## config.mk

```make
export PLATFORM = sky130hd
export DESIGN_NAME = logic_unit_arbiter_flat
export DESIGN_NICKNAME = d
export VERILOG_FILES = /design/src/rtl/logic_unit_arbiter_if.sv /design/src/rtl/logic_unit_arbiter.sv /design/src/flat_wrapper.sv
export SDC_FILE = /design/constraint.sdc
export NUM_CORES = 1
export LEC_CHECK = 0
export CAP_MARGIN = 15
export CORE_AREA = 2 2 39 41
export CTS_BUF_LIST = sky130_fd_sc_hd__clkbuf_8
export DETAILED_ROUTE_END_ITERATION = 8
export DIE_AREA = 0 0 41 43
export PLACE_DENSITY = 0.76
export SKIP_LAST_GASP = 1
export SYNTH_ARGS = -nofsm -noshare
export SYNTH_HDL_FRONTEND = slang
export SYNTH_SLANG_ARGS = --single-unit
```

## constraint.sdc

```tcl
create_clock -name clock -period 1.3 [get_ports clock]
set_clock_uncertainty 0.05 [all_clocks]
set_input_delay 0.26 -clock clock [delete_from_list [all_inputs] [get_ports clock]]
set_output_delay 0.26 -clock clock [all_outputs]
set_load 0.005 [all_outputs]
```

## src/rtl/logic_unit_arbiter_if.sv

```systemverilog
// Bundle of request/response handshakes and datapath connections for the
// shared logic-unit arbiter.
//
// Handshake: a request is transferred on a rising clock edge where
// reqN_valid && reqN_ready are both 1. ready is combinational from valid,
// en and the priority pointer, and is never 1 without its valid.
// Responses have no backpressure: rspN_valid is high for exactly one
// cycle, and rspN_y is 0 whenever rspN_valid is 0.
interface logic_unit_arbiter_if #(
  parameter int WIDTH = 1
);
  logic             en;
  logic             req0_valid;
  logic             req0_ready;
  logic [WIDTH-1:0] req0_a;
  logic [WIDTH-1:0] req0_b;
  logic [1:0]       req0_op;
  logic             rsp0_valid;
  logic [WIDTH-1:0] rsp0_y;
  logic             req1_valid;
  logic             req1_ready;
  logic [WIDTH-1:0] req1_a;
  logic [WIDTH-1:0] req1_b;
  logic [1:0]       req1_op;
  logic             rsp1_valid;
  logic [WIDTH-1:0] rsp1_y;
  logic [WIDTH-1:0] dp_a;
  logic [WIDTH-1:0] dp_b;
  logic [1:0]       dp_op;
  logic [WIDTH-1:0] dp_y;
  logic             busy;

  // Arbiter side
  modport slave (
    input  en,
    input  req0_valid, req0_a, req0_b, req0_op,
    output req0_ready, rsp0_valid, rsp0_y,
    input  req1_valid, req1_a, req1_b, req1_op,
    output req1_ready, rsp1_valid, rsp1_y,
    output dp_a, dp_b, dp_op,
    input  dp_y,
    output busy
  );

  // Requester / datapath side
  modport master (
    output en,
    output req0_valid, req0_a, req0_b, req0_op,
    input  req0_ready, rsp0_valid, rsp0_y,
    output req1_valid, req1_a, req1_b, req1_op,
    input  req1_ready, rsp1_valid, rsp1_y,
    input  dp_a, dp_b, dp_op,
    output dp_y,
    input  busy
  );
endinterface

```

## src/rtl/logic_unit_arbiter.sv

```systemverilog
// Two-requester round-robin front end for one pipelined bitwise logic
// datapath. Accepted operations are registered onto dp_a/dp_b/dp_op and a
// requester tag travels alongside through a LAT+1 deep tracking pipeline so
// each dp_y result is routed back to the requester that issued it.
module logic_unit_arbiter #(
  parameter int WIDTH = 1,
  parameter int LAT   = 1
) (
  input logic                  clock,
  input logic                  reset,
  logic_unit_arbiter_if.slave  bus
);

  logic             ptr;          // index of the most recent grant
  logic             grant0;
  logic             grant1;
  logic             accept;
  logic [WIDTH-1:0] dp_a_q;
  logic [WIDTH-1:0] dp_b_q;
  logic [1:0]       dp_op_q;
  // Entry i is valid i edges after acceptance; entry LAT lines up with dp_y.
  logic [LAT:0]     trk_valid;
  logic [LAT:0]     trk_tag;
  logic             rsp_hit;

  // Grant selection: lone requester wins, on conflict the one opposite ptr
  always_comb begin
    grant0 = 1'b0;
    grant1 = 1'b0;
    if (bus.en) begin
      if (bus.req0_valid && (!bus.req1_valid || ptr)) begin
        grant0 = 1'b1;
      end else if (bus.req1_valid) begin
        grant1 = 1'b1;
      end
    end
  end

  assign accept         = grant0 || grant1;
  assign bus.req0_ready = grant0;
  assign bus.req1_ready = grant1;

  // Priority pointer follows the granted index; reset value lets req0 win first
  always_ff @(posedge clock or negedge reset) begin
    if (!reset) begin
      ptr <= 1'b1;
    end else if (accept) begin
      ptr <= grant1;
    end
  end

  // Operand/op registers toward the datapath hold until the next grant
  always_ff @(posedge clock or negedge reset) begin
    if (!reset) begin
      dp_a_q  <= '0;
      dp_b_q  <= '0;
      dp_op_q <= 2'd0;
    end else if (accept) begin
      dp_a_q  <= grant1 ? bus.req1_a  : bus.req0_a;
      dp_b_q  <= grant1 ? bus.req1_b  : bus.req0_b;
      dp_op_q <= grant1 ? bus.req1_op : bus.req0_op;
    end
  end

  // Tag pipeline tracking in-flight operations; reset discards them all
  always_ff @(posedge clock or negedge reset) begin
    if (!reset) begin
      trk_valid <= '0;
      trk_tag   <= '0;
    end else begin
      trk_valid <= {trk_valid[LAT-1:0], accept};
      trk_tag   <= {trk_tag[LAT-1:0], grant1};
    end
  end

  assign rsp_hit = trk_valid[LAT];

  assign bus.dp_a       = dp_a_q;
  assign bus.dp_b       = dp_b_q;
  assign bus.dp_op      = dp_op_q;
  assign bus.rsp0_valid = rsp_hit && !trk_tag[LAT];
  assign bus.rsp1_valid = rsp_hit &&  trk_tag[LAT];
  assign bus.rsp0_y     = (rsp_hit && !trk_tag[LAT]) ? bus.dp_y : '0;
  assign bus.rsp1_y     = (rsp_hit &&  trk_tag[LAT]) ? bus.dp_y : '0;
  assign bus.busy       = |trk_valid;

endmodule

```

## src/flat_wrapper.sv

```systemverilog
// flat-port wrapper written by rule: the top's interface ports become plain ports
module logic_unit_arbiter_flat 
#(
  parameter int WIDTH = 1,
  parameter int LAT   = 1
)
  (clock, reset, bus_en, bus_req0_valid, bus_req0_a, bus_req0_b, bus_req0_op, bus_req0_ready, bus_rsp0_valid, bus_rsp0_y, bus_req1_valid, bus_req1_a, bus_req1_b, bus_req1_op, bus_req1_ready, bus_rsp1_valid, bus_rsp1_y, bus_dp_a, bus_dp_b, bus_dp_op, bus_dp_y, bus_busy);
  logic_unit_arbiter_if #(.WIDTH(WIDTH)) bus_i ();
  input logic clock;
  input logic reset;
  input wire logic [$bits(bus_i.en)-1:0] bus_en;
  input wire logic [$bits(bus_i.req0_valid)-1:0] bus_req0_valid;
  input wire logic [$bits(bus_i.req0_a)-1:0] bus_req0_a;
  input wire logic [$bits(bus_i.req0_b)-1:0] bus_req0_b;
  input wire logic [$bits(bus_i.req0_op)-1:0] bus_req0_op;
  output wire logic [$bits(bus_i.req0_ready)-1:0] bus_req0_ready;
  output wire logic [$bits(bus_i.rsp0_valid)-1:0] bus_rsp0_valid;
  output wire logic [$bits(bus_i.rsp0_y)-1:0] bus_rsp0_y;
  input wire logic [$bits(bus_i.req1_valid)-1:0] bus_req1_valid;
  input wire logic [$bits(bus_i.req1_a)-1:0] bus_req1_a;
  input wire logic [$bits(bus_i.req1_b)-1:0] bus_req1_b;
  input wire logic [$bits(bus_i.req1_op)-1:0] bus_req1_op;
  output wire logic [$bits(bus_i.req1_ready)-1:0] bus_req1_ready;
  output wire logic [$bits(bus_i.rsp1_valid)-1:0] bus_rsp1_valid;
  output wire logic [$bits(bus_i.rsp1_y)-1:0] bus_rsp1_y;
  output wire logic [$bits(bus_i.dp_a)-1:0] bus_dp_a;
  output wire logic [$bits(bus_i.dp_b)-1:0] bus_dp_b;
  output wire logic [$bits(bus_i.dp_op)-1:0] bus_dp_op;
  input wire logic [$bits(bus_i.dp_y)-1:0] bus_dp_y;
  output wire logic [$bits(bus_i.busy)-1:0] bus_busy;
  assign bus_i.en = bus_en;
  assign bus_i.req0_valid = bus_req0_valid;
  assign bus_i.req0_a = bus_req0_a;
  assign bus_i.req0_b = bus_req0_b;
  assign bus_i.req0_op = bus_req0_op;
  assign bus_req0_ready = bus_i.req0_ready;
  assign bus_rsp0_valid = bus_i.rsp0_valid;
  assign bus_rsp0_y = bus_i.rsp0_y;
  assign bus_i.req1_valid = bus_req1_valid;
  assign bus_i.req1_a = bus_req1_a;
  assign bus_i.req1_b = bus_req1_b;
  assign bus_i.req1_op = bus_req1_op;
  assign bus_req1_ready = bus_i.req1_ready;
  assign bus_rsp1_valid = bus_i.rsp1_valid;
  assign bus_rsp1_y = bus_i.rsp1_y;
  assign bus_dp_a = bus_i.dp_a;
  assign bus_dp_b = bus_i.dp_b;
  assign bus_dp_op = bus_i.dp_op;
  assign bus_i.dp_y = bus_dp_y;
  assign bus_busy = bus_i.busy;
  logic_unit_arbiter #(.WIDTH(WIDTH), .LAT(LAT)) u_core (.clock(clock), .reset(reset), .bus(bus_i));
endmodule
```

* After elaboration in Yosys (flattened, before gate mapping)
Index checks and enable logic that the tools add are counted.
Word-level totals: bits in registers 9, input bits 14, output and inout bits 11, logic and storage cells 24
Operators by class: multiplexer cells 10, reduce and logical (&&, ||, !) cells 8
Operators with widths (count):
- $mux 1 | 9
- $logic_and 1x1->1 | 3
- $logic_not 1->1 | 2
- $logic_or 1x1->1 | 2
- $mux 2 | 1
- $reduce_or 2->1 | 1

* Depth between registers and ports, before layout
Gate-level depths: netlist of the first run.
depth after elaboration 6, depth in mapped cells 4, gate-level depth less buffers 3

* Least setup slack after synthesis of the first run
OpenSTA, ideal clock, no wires.
path kind register to output, start reg u_core.ptr, end out bus_req1_ready, arrival 0.759 ns, data required time 0.990 ns, setup slack 0.231 ns, cell stages (with the launch flop) 3, path buffers 0, cells stage by stage dfstp_2 -> and2_1 -> nor2_1
Between the ends: cells in the longest elaborated chain, start to end 4
RTL lines:
- from (decl) | line logic_unit_arbiter.sv:14 | logic ptr;
- from (signal assigned) | line logic_unit_arbiter.sv:48 | ptr <= grant1;
- $logic_or 1x1->1 | line logic_unit_arbiter.sv:31 | if (bus.req0_valid && (!bus.req1_valid || ptr)) begin
- $logic_and 1x1->1 | line logic_unit_arbiter.sv:31
- $mux 1 | line logic_unit_arbiter.sv:31
- $mux 1 | line logic_unit_arbiter.sv:30 | if (bus.en) begin
- to (decl) | line flat_wrapper.sv:23 | output wire logic [$bits(bus_i.req1_ready)-1:0] bus_req1_ready;
No other way between the ends.

* Final worst setup path of the first run
Ends and elaborated chain as after synthesis.

==> results.sh, run 1 <==
export IMPL_timing_final_crit_share_pct=107
export IMPL_drc_errors=0
export IMPL_coreArea_um2=1380
export IMPL_fin_ws_ps=-86.3
export IMPL_internal_power_mw=0.638
export IMPL_slew_headroom_pct=73.8
export IMPL_setup_viol=2
export IMPL_critPathMaxFanout=3
export IMPL_grt_pass1_wl_um=1550
export IMPL_period_needed_ps=1390
export IMPL_synth_common_cells="8 x dfrtp_1, 6 x nor2_1"
export IMPL_cp_data_arrival_time_ps=1080
export IMPL_hold_violations=0
export IMPL_grt_pass1_vias=377
export IMPL_rsz0062_at_grt="true"
export IMPL_syn_nets=55
export IMPL_clkPwrFrac_pct=37.6
export IMPL_synthTopCellsByArea="dfrtp_1 50%, dfstp_2 6.6%, a31oi_1 6.3%"
export IMPL_dpl_hpwl_um=755
export IMPL_fmax_mhz=721
export IMPL_hold_path_class="input port to async pin"
export IMPL_fin_setup_tns_ps=-128
export IMPL_ant_nets=0
export IMPL_post_route_util_pct=55.6
export IMPL_synth_most_common_cell="dfrtp_1"
export IMPL_ys_seq_area_share_pct=56.6
export IMPL_io_pin_count=25
export IMPL_gp_congestion=0.731
export IMPL_drv_cap=0
export IMPL_num_vias=438
export IMPL_antennaDiodeCount=0
export IMPL_routed_wl_um=980
export IMPL_met1_length_um=404
export IMPL_cts_max_level=1
export IMPL_rows=14
export IMPL_slowest_delay_ps=550
export IMPL_cts_tree="built"
export IMPL_worst_pin_slew_ps=392
export IMPL_seqPwrFrac_pct=39.6
export IMPL_dr_wl_met2_um=465
export IMPL_power_density_nw_per_um2=1090
export IMPL_synth_top_area_share_pct=50.0
export IMPL_die_area_um2=1760
export IMPL_area_growth_pct=92.2
export IMPL_yosysWarnings=0
export IMPL_die_width_um=41
export IMPL_synth_distinct_cells=16
export IMPL_wl_per_cell_um=10.4
export IMPL_required_ps=990
export IMPL_critPathLaunchType="flop"
export IMPL_drt_initial_drc_count=10
export IMPL_endpoint_kind="primary output"
export IMPL_status="complete, but fails checks"
export IMPL_synth_edf_count=0
export IMPL_async_reset_ff_share_pct=100
export IMPL_ys_flop_type="dfrtp_1"
export IMPL_grt_max_degree=11
export IMPL_p_sw_share_pct=23.7
export IMPL_clk_insertion_delay_late_ps=230
export IMPL_clk_pin_slew_worst_paths_ps=40
export IMPL_regToRegSetupSlack_ps=120
export IMPL_overflow=0
export IMPL_crit_chain="and2_4, nor2_2, buf_2"
export IMPL_criticalPathCategory="flop to primary output"
export IMPL_cts_made_buffers=3
export IMPL_netlist_area_um2=400
export IMPL_drive_gt1_share_pct=37.2
export IMPL_die_h_um=43
export IMPL_synth_seq_cells=9
export IMPL_cp_slowest_cell="dfstp_2"
export IMPL_failed_checks="setup timing"
export IMPL_dr_pass1_iters=3
export IMPL_cts_buffer_depth=2
export IMPL_synthCells=41
export IMPL_route_met3_wl_um=93
export IMPL_slew_viol_final=0
export IMPL_clock_sinks=9
export IMPL_syn_avg_cell_area_um2=9.77
export IMPL_timing_hold_ws_ps=270
export IMPL_vdd_drop_max_mv=0.561
export IMPL_grt_use_total_pct=13.7
export IMPL_p_leak_nw=0.366
export IMPL_switching_power_mw=0.198
export IMPL_synth_top_area_cell="dfrtp_1"
export IMPL_start_util_pct=28.9
export IMPL_power_mw=0.836
export IMPL_nNetsFinal=93
export IMPL_antenna_found_initial=0
export IMPL_portBuffers=24
export IMPL_power_frac_comb_pct=22.8
export IMPL_via_per_inst=4.66
export IMPL_root_buffer="clkbuf_8"
export IMPL_top_layer="met4"
[final timing paths]
check                                            start                               to  cells past startpoint
setup / recovery                u_core.ptr$_DFFE_PN1P_                   bus_req1_ready                      3
hold / removal                                   reset  u_core.bus.dp_op[0]$_DFFE_PN0P_                      1
setup reg to reg                u_core.ptr$_DFFE_PN1P_      u_core.bus.dp_a$_DFFE_PN0P_                      4
hold reg to reg            u_core.trk_tag[0]$_DFF_PN0_      u_core.trk_tag[1]$_DFF_PN0_                      0
max in group asynchronous                        reset           u_core.ptr$_DFFE_PN1P_                      1
min in group clock         u_core.trk_tag[0]$_DFF_PN0_      u_core.trk_tag[1]$_DFF_PN0_                      0
[power by group through the flow]
stage | clock, mW | sequential, mW | combinational, mW
after detailed placement | 0 | 0.334 | 0.188
after CTS | 0.324 | 0.331 | 0.188
after global placement | 0 | 0.333 | 0.185
final | 0.315 | 0.331 | 0.190
after floorplan | 0 | 0.333 | 0.0559
after global routing | 0.341 | 0.334 | 0.212
[metal layers]
| metal | track usage [%] | vias to the layer above |
|---|---|---|
| met2 | 19.7 | 22 |
| met1 | 16.5 | 191 |
| met5 | 0 | - |
| met3 | 4.19 | 2 |
| met4 | 10.0 | 0 |
| li1 | - | 223 |
[stage by stage]
| step | setup slack [ps] | instances | area, um2 |
|---|---|---|---|
| after floorplan | 231 | 41 | 400 |
| after global placement | -510 | 87 | 702 |
| after detailed placement | -529 | 87 | 702 |
| after CTS | -92.4 | 94 | 747 |
| after global routing | -127 | 94 | 769 |
| final | -86.3 | 94 | 769 |
[critical path: cells and delay by family (launching register included)]
family	cells	cell delay, ps
DFF	1	550
and+or+nand+nor	2	190
buffers and inverters	1	120
[area by class of cell]
cell class,instances,area [um2]
inverter,1,3.75
multi-input combinational,30,178
clock buffer,3,41.3
tap,16,20.0
fill,140,614
clock inverter,1,3.75
sequential,9,226
timing repair buffer,34,297
[cells in the final DEF (no fill, tap or decap), types with 2 or more instances in the layout]
cell type,count
buf_4,9
dfrtp_1,8
dlygate4sd2_1,7
and2_4,2
clkbuf_8,3
o21ai_0,3
buf_6,4
a31oi_1,4
clkdlybuf4s50_1,9
nor2_1,5
buf_2,4
nand4_1,4
nand2_1,4
[logic make-up (layout without fill, tap and decap cells)]
family                 after synthesis  after routing  share of synthesized area [%]
flip-flops                           9              9                           56.6
AND/OR/NAND/NOR                     19             19                           23.4
buffers and inverters                2             39                           3.75
AO/OA/AOI/OAI                       11             11                           16.2
[flip-flops by register name, summed over array words and instances (netlist names)]
signal	cells
u_core.bus.dp_op	2
u_core.trk_tag	2
u_core.trk_valid	2
u_core.bus.dp_a	1
u_core.bus.dp_b	1
u_core.ptr	1
[timing repair]
item,in CTS,in global routing
endpoints found under the hold margin,0,0
pin swaps,4,1
setup endpoints to repair,15,11
buffers inserted,3,1
hold buffers,0,0
resized for setup,42,6
Power figures use the tool's default switching activity.
==> inputs of run 2 (changes only) <==
Settings changed: CAP_MARGIN 15 to not set, GPL_TIMING_DRIVEN set to 0, TNS_END_PERCENT set to 1.
==> run 2 against run 1 <==
The flow still finishes with violations (setup timing). Fmax up 0.10%. Clock power about the same. Critical path depth shrank 2. Setup slack better by 1.4 ps. Worst hold slack about the same. Sequential share of layout area rose by 2.7 points. Sequential cell count did not move. Die area did not move. Design area shrank 8.3%. Routed wire length is 3.7% lower.
==> results.sh, run 2 (synthesis gave the netlist of run 1 again) <==
export IMPL_post_route_util_pct=51.0
export IMPL_cts_tree="built"
export IMPL_antennaDiodeCount=0
export IMPL_drt_initial_drc_count=4
export IMPL_slowest_delay_ps=500
export IMPL_internal_power_mw=0.623
export IMPL_path_buf_inv=1
export IMPL_timing_final_crit_share_pct=107
export IMPL_regToRegSetupSlack_ps=40
export IMPL_worst_pin_slew_ps=389
export IMPL_fin_ws_ps=-84.9
export IMPL_cp_data_arrival_time_ps=1070
export IMPL_dp_slack_ps=-701
export IMPL_fin_cells=88
export IMPL_overflow=0
export IMPL_root_buffer="clkbuf_8"
export IMPL_antenna_found_initial=0
export IMPL_power_density_nw_per_um2=1150
export IMPL_criticalPathCategory="flop to primary output"
export IMPL_cts_max_level=1
export IMPL_wl_per_cell_um=10.7
export IMPL_grt_pass1_wl_um=1510
export IMPL_p_leak_nw=0.330
export IMPL_critPathMaxFanout=2
export IMPL_rows=14
export IMPL_die_area_um2=1760
export IMPL_endpoint_kind="primary output"
export IMPL_critPathLaunchType="flop"
export IMPL_hold_violations=0
export IMPL_routed_wl_um=944
export IMPL_grt_max_degree=11
export IMPL_ant_nets=0
export IMPL_layout_common_cells="12 x clkdlybuf4s50_1, 8 x dfrtp_1, 6 x nor2_1"
export IMPL_seqPwrFrac_pct=40.7
export IMPL_area_growth_pct=76.3
export IMPL_grt_use_total_pct=13.0
export IMPL_die_h_um=43
export IMPL_worst_r2r_startpoint="u_core.ptr$_DFFE_PN1P_"
export IMPL_die_width_um=41
export IMPL_clk_insertion_delay_late_ps=230
export IMPL_required_ps=990
export IMPL_num_vias=421
export IMPL_start_util_pct=28.9
export IMPL_portBuffers=24
export IMPL_slew_viol_final=0
export IMPL_fmax_mhz=722
export IMPL_slew_headroom_pct=74.0
export IMPL_period_needed_ps=1380
export IMPL_setup_viol=7
export IMPL_status="complete, but fails checks"
export IMPL_switching_power_mw=0.189
export IMPL_cp_slowest_cell="clkdlybuf4s50_1"
export IMPL_drc_errors=0
export IMPL_io_pin_count=25
export IMPL_hold_path_class="input port to async pin"
export IMPL_failed_checks="setup timing"
export IMPL_dpl_hpwl_um=752
export IMPL_grt_pass1_vias=383
export IMPL_clock_sinks=9
export IMPL_coreArea_um2=1380
export IMPL_rsz0062_at_grt="true"
export IMPL_p_sw_share_pct=23.3
export IMPL_clk_pin_slew_worst_paths_ps=40
export IMPL_drv_cap=0
export IMPL_cts_buffer_depth=2
export IMPL_crit_chain="clkdlybuf4s50_1"
export IMPL_power_frac_comb_pct=20.8
export IMPL_vdd_drop_max_mv=0.525
export IMPL_dpl_cell_count=81
export IMPL_clkPwrFrac_pct=38.5
export IMPL_gp_congestion=0.719
export IMPL_via_per_inst=4.78
export IMPL_reg2reg_to="u_core.bus.dp_a$_DFFE_PN0P_"
export IMPL_dr_pass1_iters=4
export IMPL_layout_commonest_cell="clkdlybuf4s50_1"
export IMPL_drive_gt1_share_pct=23.6
export IMPL_ctsHoldBuffers=0
export IMPL_r2r_cells=5
export IMPL_cts_made_buffers=3
export IMPL_nNetsFinal=87
export IMPL_crit_family="buffers and inverters"
export IMPL_timing_hold_ws_ps=270
[run 2: cell count changes in the layout (fill, tap and decap cells not counted), moves of 2 or more]
cell / before / now
clkdlybuf4s15_1: 0 / 2
buf_4: 9 / 3
dlygate4sd2_1: 7 / 4
clkbuf_2: 0 / 2
clkdlybuf4s50_1: 9 / 12
buf_6: 4 / 1
[run 2: layer usage]
layer,share of wire (%),GRT usage [%]
met1,39,14.2
met5,0,0
met2,48,20.0
met3,11,6.28
met4,2.1,6.00
[run 2: worst max path at each step]
stage                     cells past startpoint                            start        endpoint  slack (ps)
after global placement                        4                           bus_en  bus_req1_ready        -700
after global routing                          3           u_core.ptr$_DFFE_PN1P_  bus_req1_ready        -120
after floorplan                               2           u_core.ptr$_DFFE_PN1P_  bus_req1_ready         230
after detailed placement                      4                           bus_en  bus_req1_ready        -700
after CTS                                     4                         bus_dp_y      bus_rsp0_y         -90
final                                         1  u_core.bus.dp_op[1]$_DFFE_PN0P_    bus_dp_op[1]         -80
[run 2: repair_timing]
item,in CTS,in global routing
resized for setup,26,3
setup endpoints to repair,11,10
setup buffers,2,1
pin swaps,1,1
[run 2: per-stage QoR]
stage | power [mW] | instance area [um2] | setup TNS, ps
2_1_floorplan | 0.389 | 400 | 0
3_3_place_gp | 0.504 | 661 | -2890
3_5_place_dp | 0.509 | 661 | -3050
4_1_cts | 0.818 | 706 | -758
5_1_grt | 0.865 | 706 | -884
6_report | 0.812 | 706 | -430
[run 2: area by class of cell]
class / count / area, um2
fillers: 144 / 678
repair buffers: 27 / 235
flip-flops and latches: 9 / 226
multi-input cells: 30 / 164
clock buffers: 3 / 41.3
well taps: 16 / 20.0
plain buffers: 1 / 11.3
clock inverters: 1 / 3.75
inverters: 1 / 3.75
[run 2: power by group through the flow]
stage / combinational (mW) / sequential (mW) / clock (mW)
after global placement: 0.171 / 0.333 / 0
after detailed placement: 0.174 / 0.335 / 0
after floorplan: 0.0559 / 0.333 / 0
after global routing: 0.190 / 0.333 / 0.342
after CTS: 0.171 / 0.330 / 0.316
final: 0.169 / 0.330 / 0.312
